<file path="config.mk">
export PLATFORM = sky130hd
export DESIGN_NAME = bus_arbiter
export DESIGN_NICKNAME = d
export VERILOG_FILES = /design/src/rtl/bus_arbiter.sv
export SDC_FILE = /design/constraint.sdc
export NUM_CORES = 1
export LEC_CHECK = 0
export CAP_MARGIN = 15
export CELL_PAD_IN_SITES_DETAIL_PLACEMENT = 0
export CELL_PAD_IN_SITES_GLOBAL_PLACEMENT = 1
export CORE_ASPECT_RATIO = 0.7
export CORE_MARGIN = 4
export CORE_UTILIZATION = 16
export DETAILED_ROUTE_END_ITERATION = 10
export PLACE_DENSITY_LB_ADDON = 0.12
export SYNTH_ARGS = -nofsm -noshare
export SYNTH_HDL_FRONTEND = slang
export SYNTH_SLANG_ARGS = --single-unit
</file>
<file path="constraint.sdc">
create_clock -name i_clk -period 3.2 [get_ports i_clk]
set_input_delay 0.64 -clock i_clk [delete_from_list [all_inputs] [get_ports i_clk]]
set_output_delay 0.64 -clock i_clk [all_outputs]
set_load 0.01 [all_outputs]
</file>
<file path="src/rtl/bus_arbiter.sv">
// bus_arbiter
//   Two-master, round-robin arbiter in front of a single external bus.
//   A granted transaction ends either when the external bus acks, or when it
//   has been outstanding for TIMEOUT cycles. A timeout returns ack+err together
//   with zero read data.
//
// Ports
//   i_clk, i_rst                 clock, synchronous active-high reset
//   i_mN_bus_en                  master N request (held until its ack)
//   i_mN_wr_en/_wr_data/_addr/_byte_en   master N transaction fields
//   o_mN_ack, o_mN_err           one-cycle completion / timeout pulses
//   o_mN_rd_data                 read data returned to master N
//   i_ack, i_rd_data             external bus completion and read data
//   o_bus_en, o_wr_en, o_wr_data, o_addr, o_byte_en   external bus request
//   o_grant                      index of the current or last granted master
module bus_arbiter #(
  parameter int TIMEOUT = 256
) (
  input  logic        i_clk,
  input  logic        i_rst,
  input  logic        i_m0_bus_en,
  input  logic        i_m0_wr_en,
  input  logic [31:0] i_m0_wr_data,
  input  logic [31:0] i_m0_addr,
  input  logic [3:0]  i_m0_byte_en,
  output logic        o_m0_ack,
  output logic        o_m0_err,
  output logic [31:0] o_m0_rd_data,
  input  logic        i_m1_bus_en,
  input  logic        i_m1_wr_en,
  input  logic [31:0] i_m1_wr_data,
  input  logic [31:0] i_m1_addr,
  input  logic [3:0]  i_m1_byte_en,
  output logic        o_m1_ack,
  output logic        o_m1_err,
  output logic [31:0] o_m1_rd_data,
  input  logic        i_ack,
  input  logic [31:0] i_rd_data,
  output logic        o_bus_en,
  output logic        o_wr_en,
  output logic [31:0] o_wr_data,
  output logic [31:0] o_addr,
  output logic [3:0]  o_byte_en,
  output logic        o_grant
);

  localparam int CW = (TIMEOUT > 1) ? $clog2(TIMEOUT) : 1;
  localparam logic [CW-1:0] LAST_COUNT = CW'(TIMEOUT - 1);

  typedef enum logic {IDLE = 1'b0, BUSY = 1'b1} state_t;

  state_t        state_reg, state_next;
  logic          grant_reg, grant_next;
  logic          last_reg, last_next;
  logic [CW-1:0] count_reg, count_next;
  logic          timeout;
  logic          done;

  // Per-master views of the request fields so the mux is a simple index.
  logic [1:0]  req;
  logic        wr_en_arr   [2];
  logic [31:0] wr_data_arr [2];
  logic [31:0] addr_arr    [2];
  logic [3:0]  be_arr      [2];
  logic [1:0]  ack_vec;
  logic [1:0]  err_vec;
  logic [31:0] rd_arr      [2];

  assign req            = {i_m1_bus_en, i_m0_bus_en};
  assign wr_en_arr[0]   = i_m0_wr_en;
  assign wr_en_arr[1]   = i_m1_wr_en;
  assign wr_data_arr[0] = i_m0_wr_data;
  assign wr_data_arr[1] = i_m1_wr_data;
  assign addr_arr[0]    = i_m0_addr;
  assign addr_arr[1]    = i_m1_addr;
  assign be_arr[0]      = i_m0_byte_en;
  assign be_arr[1]      = i_m1_byte_en;

  always_ff @(posedge i_clk) begin
    if (i_rst) begin
      state_reg <= IDLE;
      grant_reg <= 1'b0;
      last_reg  <= 1'b1;   // master 0 wins the first tie
      count_reg <= '0;
    end else begin
      state_reg <= state_next;
      grant_reg <= grant_next;
      last_reg  <= last_next;
      count_reg <= count_next;
    end
  end

  always_comb begin
    state_next = state_reg;
    grant_next = grant_reg;
    last_next  = last_reg;
    count_next = count_reg;
    timeout    = 1'b0;
    done       = 1'b0;
    o_bus_en   = 1'b0;
    o_wr_en    = 1'b0;
    o_wr_data  = '0;
    o_addr     = '0;
    o_byte_en  = '0;
    case (state_reg)
      IDLE: begin
        if (req != 2'b00) begin
          // On a tie, serve whoever was not served last time.
          if (req == 2'b11) grant_next = ~last_reg;
          else              grant_next = req[1];
          last_next  = grant_next;
          count_next = '0;
          state_next = BUSY;
        end
      end
      BUSY: begin
        o_bus_en  = 1'b1;
        o_wr_en   = wr_en_arr[grant_reg];
        o_wr_data = wr_data_arr[grant_reg];
        o_addr    = addr_arr[grant_reg];
        o_byte_en = be_arr[grant_reg];
        timeout   = (count_reg == LAST_COUNT);
        done      = i_ack | timeout;
        if (done) state_next = IDLE;
        else      count_next = count_reg + CW'(1);
      end
      default: state_next = IDLE;
    endcase
  end

  // Completion responses go only to the granted master. A reset in the same
  // cycle aborts the transaction, so nothing is forwarded then. A real ack
  // beats a coincident timeout, so err needs the ack to be absent.
  genvar gi;
  generate
    for (gi = 0; gi < 2; gi++) begin : g_resp
      logic mine;
      assign mine        = done & ~i_rst & (grant_reg == 1'(gi));
      assign ack_vec[gi] = mine;
      assign err_vec[gi] = mine & ~i_ack;
      assign rd_arr[gi]  = (mine & i_ack) ? i_rd_data : 32'h0;
    end
  endgenerate

  assign o_m0_ack     = ack_vec[0];
  assign o_m1_ack     = ack_vec[1];
  assign o_m0_err     = err_vec[0];
  assign o_m1_err     = err_vec[1];
  assign o_m0_rd_data = rd_arr[0];
  assign o_m1_rd_data = rd_arr[1];
  assign o_grant      = grant_reg;

endmodule

</file>
======== Word level (Yosys, flattened, before mapping) ========
Cells that the tools add are included.
cells by class
  multiplexer cells ....................... 27
  bitwise operators ....................... 14
  add/subtract/negate cells ............... 1
  magnitude comparators ................... 1
  reduce and logical (&&, ||, !) cells .... 3
  eq/ne operators ......................... 4
  div/mod/pow operators ................... 0
  multiply operators ...................... 0
  shifts and indexed selects .............. 0
operators with widths
  operator                                      number
  2-to-1 mux 32 bit                             10
  2-to-1 mux 4 bit                              4
  2-to-1 mux 8 bit                              2
  one-hot mux 8 bit (2 select lines)            1
  2-to-1 mux 1 bit                              9
  adder 8 x 1 -> 8 bit, second input constant   1
  equality test 8 bit, second input constant    1
  bitwise AND 1 bit                             7
  NOT 1 bit                                     5
  inequality test 2 bit, second input constant  2
  AND reduction 2 bit                           2
  equality test 2 bit, second input constant    1
  >= comparator 2 bit, second input constant    1
  NOT 1 -> 2 bit                                1
  one-hot mux 1 bit (2 select lines)            1
  nonzero test 2 bit                            1
  OR 1 bit                                      1
word-level totals
  memory bits (writable) .................. 0
  bits in latches ......................... 0
  memory bits (read-only) ................. 0
  register bits after elaboration ......... 11
  memories kept ........................... 0

======== Longest topological paths before layout ========
Gate-level depths: netlist of run 1.
  word-level depth ........................ 7
  depth in mapped cells ................... 5

======== Worst setup path after synthesis of run 1 ========
Ideal clock, no wire load.
  path kind ............................... input port to output port
  start point ............................. in i_rst
  end point ............................... out o_m0_rd_data[10]
  arrival ................................. 1.315 ns
  data required time ...................... 2.560 ns
  path slack .............................. 1.245 ns
  buffers on the path ..................... 1
  cell stages on the path ................. 4
  path through ............................ nor2b_1 > and3_1 > clkbuf_2 > and2_1
between the ends
  word-level cells in the longest chain between the ends .. 5
RTL lines
  what                             RTL line  source
  from (decl)                      20        input logic i_rst,
  NOT 1 bit                        138       assign mine = done & ~i_rst & (grant_reg == 1'(gi));
  bitwise AND 1 bit (2 in series)  138
  bitwise AND 1 bit                141       assign rd_arr[gi] = (mine & i_ack) ? i_rd_data : 32'h0;
  2-to-1 mux 32 bit                141
  to (decl)                        28        output logic [31:0] o_m0_rd_data,
Every way passes these cells.

======== Worst setup path in the final report of run 1 ========
  start point ............................. in i_ack
  end point ............................... out o_m1_rd_data[1]
between the ends
  word-level cells in the longest chain between the ends .. 6
RTL lines
  what                             RTL line  source
  from (decl)                      37        input logic i_ack,
  OR 1 bit                         123       done = i_ack | timeout;
  2-to-1 mux 1 bit                 105       case (state_reg)
  bitwise AND 1 bit (2 in series)  138
  bitwise AND 1 bit *              141
  2-to-1 mux 32 bit *              141
  to (decl)                        36        output logic [31:0] o_m1_rd_data,
Mark *: on every way between the ends. The rest lies on a longest branch, timed or not.

==> results of run 1 <==
-- final timing paths --
kind / slack, ns / startpoint / to
hold reg to reg: 0.50 / last_reg / last_reg
setup / recovery: 0.14 / i_ack / o_m1_rd_data[1]
setup reg to reg: 1.29 / state_reg / count_reg[5]
hold / removal: 0.50 / last_reg / last_reg
-- power breakdown --
| group | total [mW] | internal, mW | switching, mW |
|---|---|---|---|
| clock | 0.229 | 0.167 | 0.0613 |
| sequential | 0.146 | 0.142 | 0.00390 |
| combinational | 0.637 | 0.413 | 0.224 |
| total | 1.01 | 0.722 | 0.289 |
-- metrics by stage --
| stage | util, % | hold WS (ns) | cells | power (mW) |
|---|---|---|---|---|
| 2_1_floorplan | - | 0.466 | 301 | 0.376 |
| 3_3_place_gp | 40.4 | 0.483 | 787 | 0.790 |
| 3_5_place_dp | 40.4 | 0.498 | 787 | 0.792 |
| 4_1_cts | 41.0 | 0.506 | 791 | 1.03 |
| 5_1_grt | 41.0 | 0.527 | 791 | 1.08 |
| 6_report | 41.0 | 0.500 | 791 | 1.01 |
-- synthesized netlist by cell type (2+ instances only) --
| library cell | n | area share [%] |
|---|---|---|
| a21oi_1 | 5 | 1.1 |
| a21oi_2 | 2 | 0.77 |
| and2_1 | 64 | 18 |
| and3_1 | 3 | 0.83 |
| buf_2 | 9 | 2.0 |
| clkbuf_1 | 7 | 1.2 |
| clkbuf_2 | 6 | 1.3 |
| dfxtp_1 | 11 | 9.7 |
| inv_1 | 2 | 0.33 |
| mux2i_1 | 70 | 31 |
| nand2_1 | 5 | 0.83 |
| nand2b_1 | 3 | 0.83 |
| nand3_1 | 5 | 1.1 |
| nand4_1 | 3 | 0.83 |
| nor2_1 | 9 | 1.5 |
| nor2b_1 | 71 | 20 |
| nor3_1 | 4 | 0.88 |
| o211ai_1 | 2 | 0.66 |
| o21ai_0 | 2 | 0.44 |
-- critical path, cell delays in order --
cell	delay, ns
clkdlybuf4s50_1	0.63
and3_1	0.26
buf_12	0.17
and2_1	0.17
clkdlybuf4s50_1	0.54
-- area by class of cell --
type | instances | area, µm²
fillers | 1357 | 8210
repair buffers | 319 | 3220
multi-input cells | 265 | 1940
well taps | 190 | 238
flip-flops and latches | 11 | 225
clock buffers | 4 | 78.8
inverters | 2 | 7.51
-- cells by family (layout without fill, tap and decap cells) --
family | Yosys count | in the layout
AND/OR/NAND/NOR | 173 | 173
multiplexers | 70 | 70
buffers and inverters | 25 | 325
AO/OA/AOI/OAI | 21 | 21
flip-flops | 11 | 11
adder cells (fa/ha/maj) | 1 | 1
-- metal layers --
layer	global-route usage, %	wire length, µm	vias to the layer above	share of wire (%)
li1	-	-	1619	-
met2	28.5	7020	149	54
met1	14.7	4540	1412	35
met3	4.42	1260	8	9.8
met5	0	0	-	0
met4	1.96	112	0	0.87
-- what timing repair did --
action / CTS / global route
setup endpoints to repair: 0 / 1
gates resized for setup: 0 / 1
setup buffers: 0 / 0
==> flow_metrics.tcl, run 1 <==
set metrics [dict create \
    grt_pass1_wl_mm 18.0 \
    mostFrequentLayoutCell "clkdlybuf4s50_1" \
    dr.pass1.iters 4 \
    synth_xor_area_share_pct 0 \
    die-width_um 151 \
    report.final.slew_viol_count 0 \
    cellPowerDensity_mw_per_mm2 177 \
    muxShareOfSynthArea_pct 30.8 \
    rsz0062_at_grt "no" \
    syn_nets 477 \
    r2r_cells 5 \
    globalRouteOverflowTotal 0 \
    grt.total_usage_pct 14.3 \
    synth_compound_area_share_pct 7.54 \
    h-tree-depth 1 \
    drt.antenna.violating_nets 0 \
    hold_viol 0 \
    cts_buffer_depth 2 \
    synthSimpleGateAreaFrac_pct 46.3 \
    tightest_slew_ns 0.641 \
    min_path_type "register to register" \
    avgSynthCellArea_um2 7.56 \
    num_rows 36 \
    clk_latency_ns 0.24 \
    cts.sinks 11 \
    crit_fanout 32 \
    synthAdderAreaFrac_pct 0.550 \
    core-area_mm2 0.0139 \
    cts_tree "built" \
    syn_to_final_growth_pct 151 \
    clockRootBuffer "clkbuf_16" \
    layout-drive-gt1-share_pct 3.49 \
    postCtsHoldBufs 0 \
    synth.ff_latch_count 11 \
    peakVddDrop_mv 0.163 \
    pin_count 314 \
    worstSetupEndpointType "output pin" \
    critical_path_class "input pin to output pin" \
    antenna_found_initial 0 \
    wire_per_inst_um 16.4 \
    wirelength_mm 12.9 \
    nets 778 \
    yosysWarnings 0 \
    via_per_inst 4.03 \
    layout_common_cells "313 x clkdlybuf4s50_1, 70 x mux2i_1, 70 x nor2b_1, 64 x and2_1" \
    fmax_mhz 326 \
    synth_cells 301 \
    finalCritPeriodShare_pct 95.7 \
    skew_ns 0.00283 \
    post-dp-hpwl_mm 10.9 \
    syn-cell-area_mm2 0.00227 \
    critPathArrivalTime_ns 2.42 \
    drtIter0Drc 109 \
    num_vias 3188 \
    setup_violations 0 \
    status "finished, final reports clean" \
    fin_setup_tns_ns 0 \
    p_leak_nw 2.01 \
    synth_ff_type "dfxtp_1" \
    synth_edf_count 0 \
    ys_types 37 \
    gp_congestion 0.765 \
    crit_required_ns 2.56 \
    die_h_um 108 \
    dp_slack_ns 0.114 \
    holdPathStages 1 \
    async_reset_ff_share_pct 0 \
    cts.reportedPaths.clkPinSlew_ns 0.04 \
    finalWorstSetupSlack_ns 0.137 \
    drc 0 \
    cts_buffers 3 \
    slew_headroom_pct 57.3 \
    ys_seq_area_share_pct 9.68 \
    fin_area_mm2 0.00571 \
    grt_pass1_vias 3146 \
    drv_cap 0 \
    place_area_mm2 0.00562 \
    grt_max_degree 79 \
    start_util_pct 16.3 \
    die_area_mm2 0.0162 \
    worstSetupStartpointType "input pin" \
    insertedDiodeCount 0 \
    min_period_ns 3.06 \
    synth_top_family_by_area "simple AND/OR/NAND/NOR gates" \
    portBuffers 313 \
    largest_register_ffs 8 \
]
No activity file was read; power rests on OpenSTA's default activity.
==> run 2: changes to the inputs <==
--- a/config.mk
+++ b/config.mk
@@ -9,7 +9,6 @@
 export CELL_PAD_IN_SITES_DETAIL_PLACEMENT = 0
 export CELL_PAD_IN_SITES_GLOBAL_PLACEMENT = 1
 export CORE_ASPECT_RATIO = 0.7
-export CORE_MARGIN = 4
 export CORE_UTILIZATION = 16
 export DETAILED_ROUTE_END_ITERATION = 10
 export PLACE_DENSITY_LB_ADDON = 0.12
==> run 2 against run 1 <==
Net effect:
- register-to-register slack better by 0.28 ns
- die area down 9.3%
- clock power barely moved
- worst hold slack lost 0.0034 ns
- highest routed layer unchanged
==> flow_metrics.tcl, run 2 (same netlist as run 1, synthesis figures left out) <==
set metrics [dict create \
    min_period_ns 3.00 \
    tightest_slew_ns 0.552 \
    pin_count 314 \
    rsz0062_at_grt "no" \
    h-tree-depth 1 \
    critical_path_class "input pin to output pin" \
    total_power_mw 1.02 \
    dr.pass1.iters 4 \
    layout-drive-gt1-share_pct 3.65 \
    cts_buffer_depth 2 \
    cellPowerDensity_mw_per_mm2 178 \
    globalRouteOverflowTotal 0 \
    wirelength_mm 12.4 \
    gp_congestion 0.789 \
    clockRootBuffer "clkbuf_16" \
    grt.total_usage_pct 15.0 \
    cts.sinks 11 \
    crit_top_cell "clkdlybuf4s50_1" \
    multiInputGateArea_mm2 0.00194 \
    die-width_um 145 \
    core-area_mm2 0.0139 \
    insertedDiodeCount 0 \
    fin_setup_tns_ns 0 \
    die_h_um 102 \
    status "finished, final reports clean" \
    finalCritPeriodShare_pct 93.7 \
    mostFrequentLayoutCell "clkdlybuf4s50_1" \
    critPathArrivalTime_ns 2.36 \
    hold_viol 0 \
    cts_setup_buffers 0 \
    report.final.slew_viol_count 0 \
    drv_cap 0 \
    slew_headroom_pct 63.2 \
    min_path_type "register to register" \
    via_per_inst 4.07 \
    cts.reportedPaths.clkPinSlew_ns 0.04 \
    layout_common_cells "313 x clkdlybuf4s50_1, 71 x nor2b_1, 70 x mux2i_1, 64 x and2_1" \
    antenna_found_initial 0 \
    nFillCells 1448 \
    cts_buffers 3 \
    cts_tree "built" \
    num_rows 36 \
    worstSetupStartpointType "input pin" \
    critPathMaxStageDelay_ns 0.54 \
    die_area_mm2 0.0147 \
    endpoint "o_m0_rd_data[18]" \
    dp_slack_ns 0.188 \
    clk_latency_ns 0.24 \
    critPathLaunch "i_rst" \
    wire_per_inst_um 15.6 \
    largest_register_ffs 8 \
    peakVddDrop_mv 0.166 \
    grt_pass1_vias 3065 \
    cts_resized 0 \
    fmax_mhz 334 \
    crit_slowest_cell "clkdlybuf4s50_1" \
    crit_required_ns 2.56 \
    p_leak_nw 2.02 \
    start_util_pct 16.4 \
    seq_area_um2 225 \
    drc 0 \
    holdPathStages 1 \
    r2r-end "count_reg[7]" \
    crit_fanout 32 \
    drt.antenna.violating_nets 0 \
    portBuffers 313 \
    drtIter0Drc 79 \
    reg2reg_slack_ns 1.57 \
    grt_max_degree 53 \
    post-dp-hpwl_mm 10.4 \
    setup_violations 0 \
    worstSetupEndpointType "output pin" \
    nets 780 \
    path_cells "clkdlybuf4s50_1 -> nor2b_1 -> and3_1 -> buf_12 -> and2_1 -> clkdlybuf4s50_1" \
    skew_ns 0.00464 \
    postCtsHoldBufs 0 \
    finalWorstSetupSlack_ns 0.202 \
    syn_to_final_growth_pct 151 \
    grt_pass1_wl_mm 16.9 \
    num_vias 3226 \
    r2r-start "state_reg" \
    r2r_cells 5 \
]
## run 2: cell count changes in the layout (fill, tap and decap cells not counted)
cell,previous run,this run
nor2b_2,1,0
buf_4,3,5
nor2b_1,70,71
## run 2: power by group
part / switching, mW / internal [mW]
clock network: 0.0645 / 0.168
logic: 0.213 / 0.415
registers: 0.0157 / 0.142
total: 0.293 / 0.724
## run 2: final cells by class
| cell class | count | area share (%) |
|---|---|---|
| inverter | 2 | 0.131 |
| tap | 190 | 4.16 |
| multi-input combinational | 265 | 33.9 |
| sequential | 11 | 3.94 |
| clock buffer | 4 | 1.38 |
| timing repair buffer | 321 | 56.5 |
## run 2: stage by stage
step | utilization [%] | hold WS [ns] | cells | cell area (µm²)
after floorplan | - | 0.466 | 301 | 2270
after global placement | 40.6 | 0.482 | 789 | 5640
after detailed placement | 40.6 | 0.493 | 789 | 5640
after CTS | 41.2 | 0.500 | 793 | 5720
after global routing | 41.2 | 0.550 | 793 | 5720
final | 41.2 | 0.497 | 793 | 5720
## run 2: metal layers
layer | vias up | part of all wire [%] | global-route usage (%)
li1 | 1627 | - | -
met1 | 1445 | 38 | 17.0
met2 | 152 | 53 | 29.1
met3 | 2 | 8.3 | 3.83
met4 | 0 | 0.23 | 1.21
met5 | - | 0 | 0
## run 2: critical path: cells and delay by family
kind	cells	cell delay (ns)
simple gates	3	0.56
buf+inv	3	1.14
## run 2: how the worst min path moves through the flow
stage | from | to | slack [ns]
6_report | last_reg | last_reg | 0.50
3_5_place_dp | last_reg | last_reg | 0.49
3_3_place_gp | last_reg | last_reg | 0.48
5_1_grt | count_reg[1] | count_reg[1] | 0.55
2_1_floorplan | last_reg | last_reg | 0.47
4_1_cts | last_reg | last_reg | 0.50
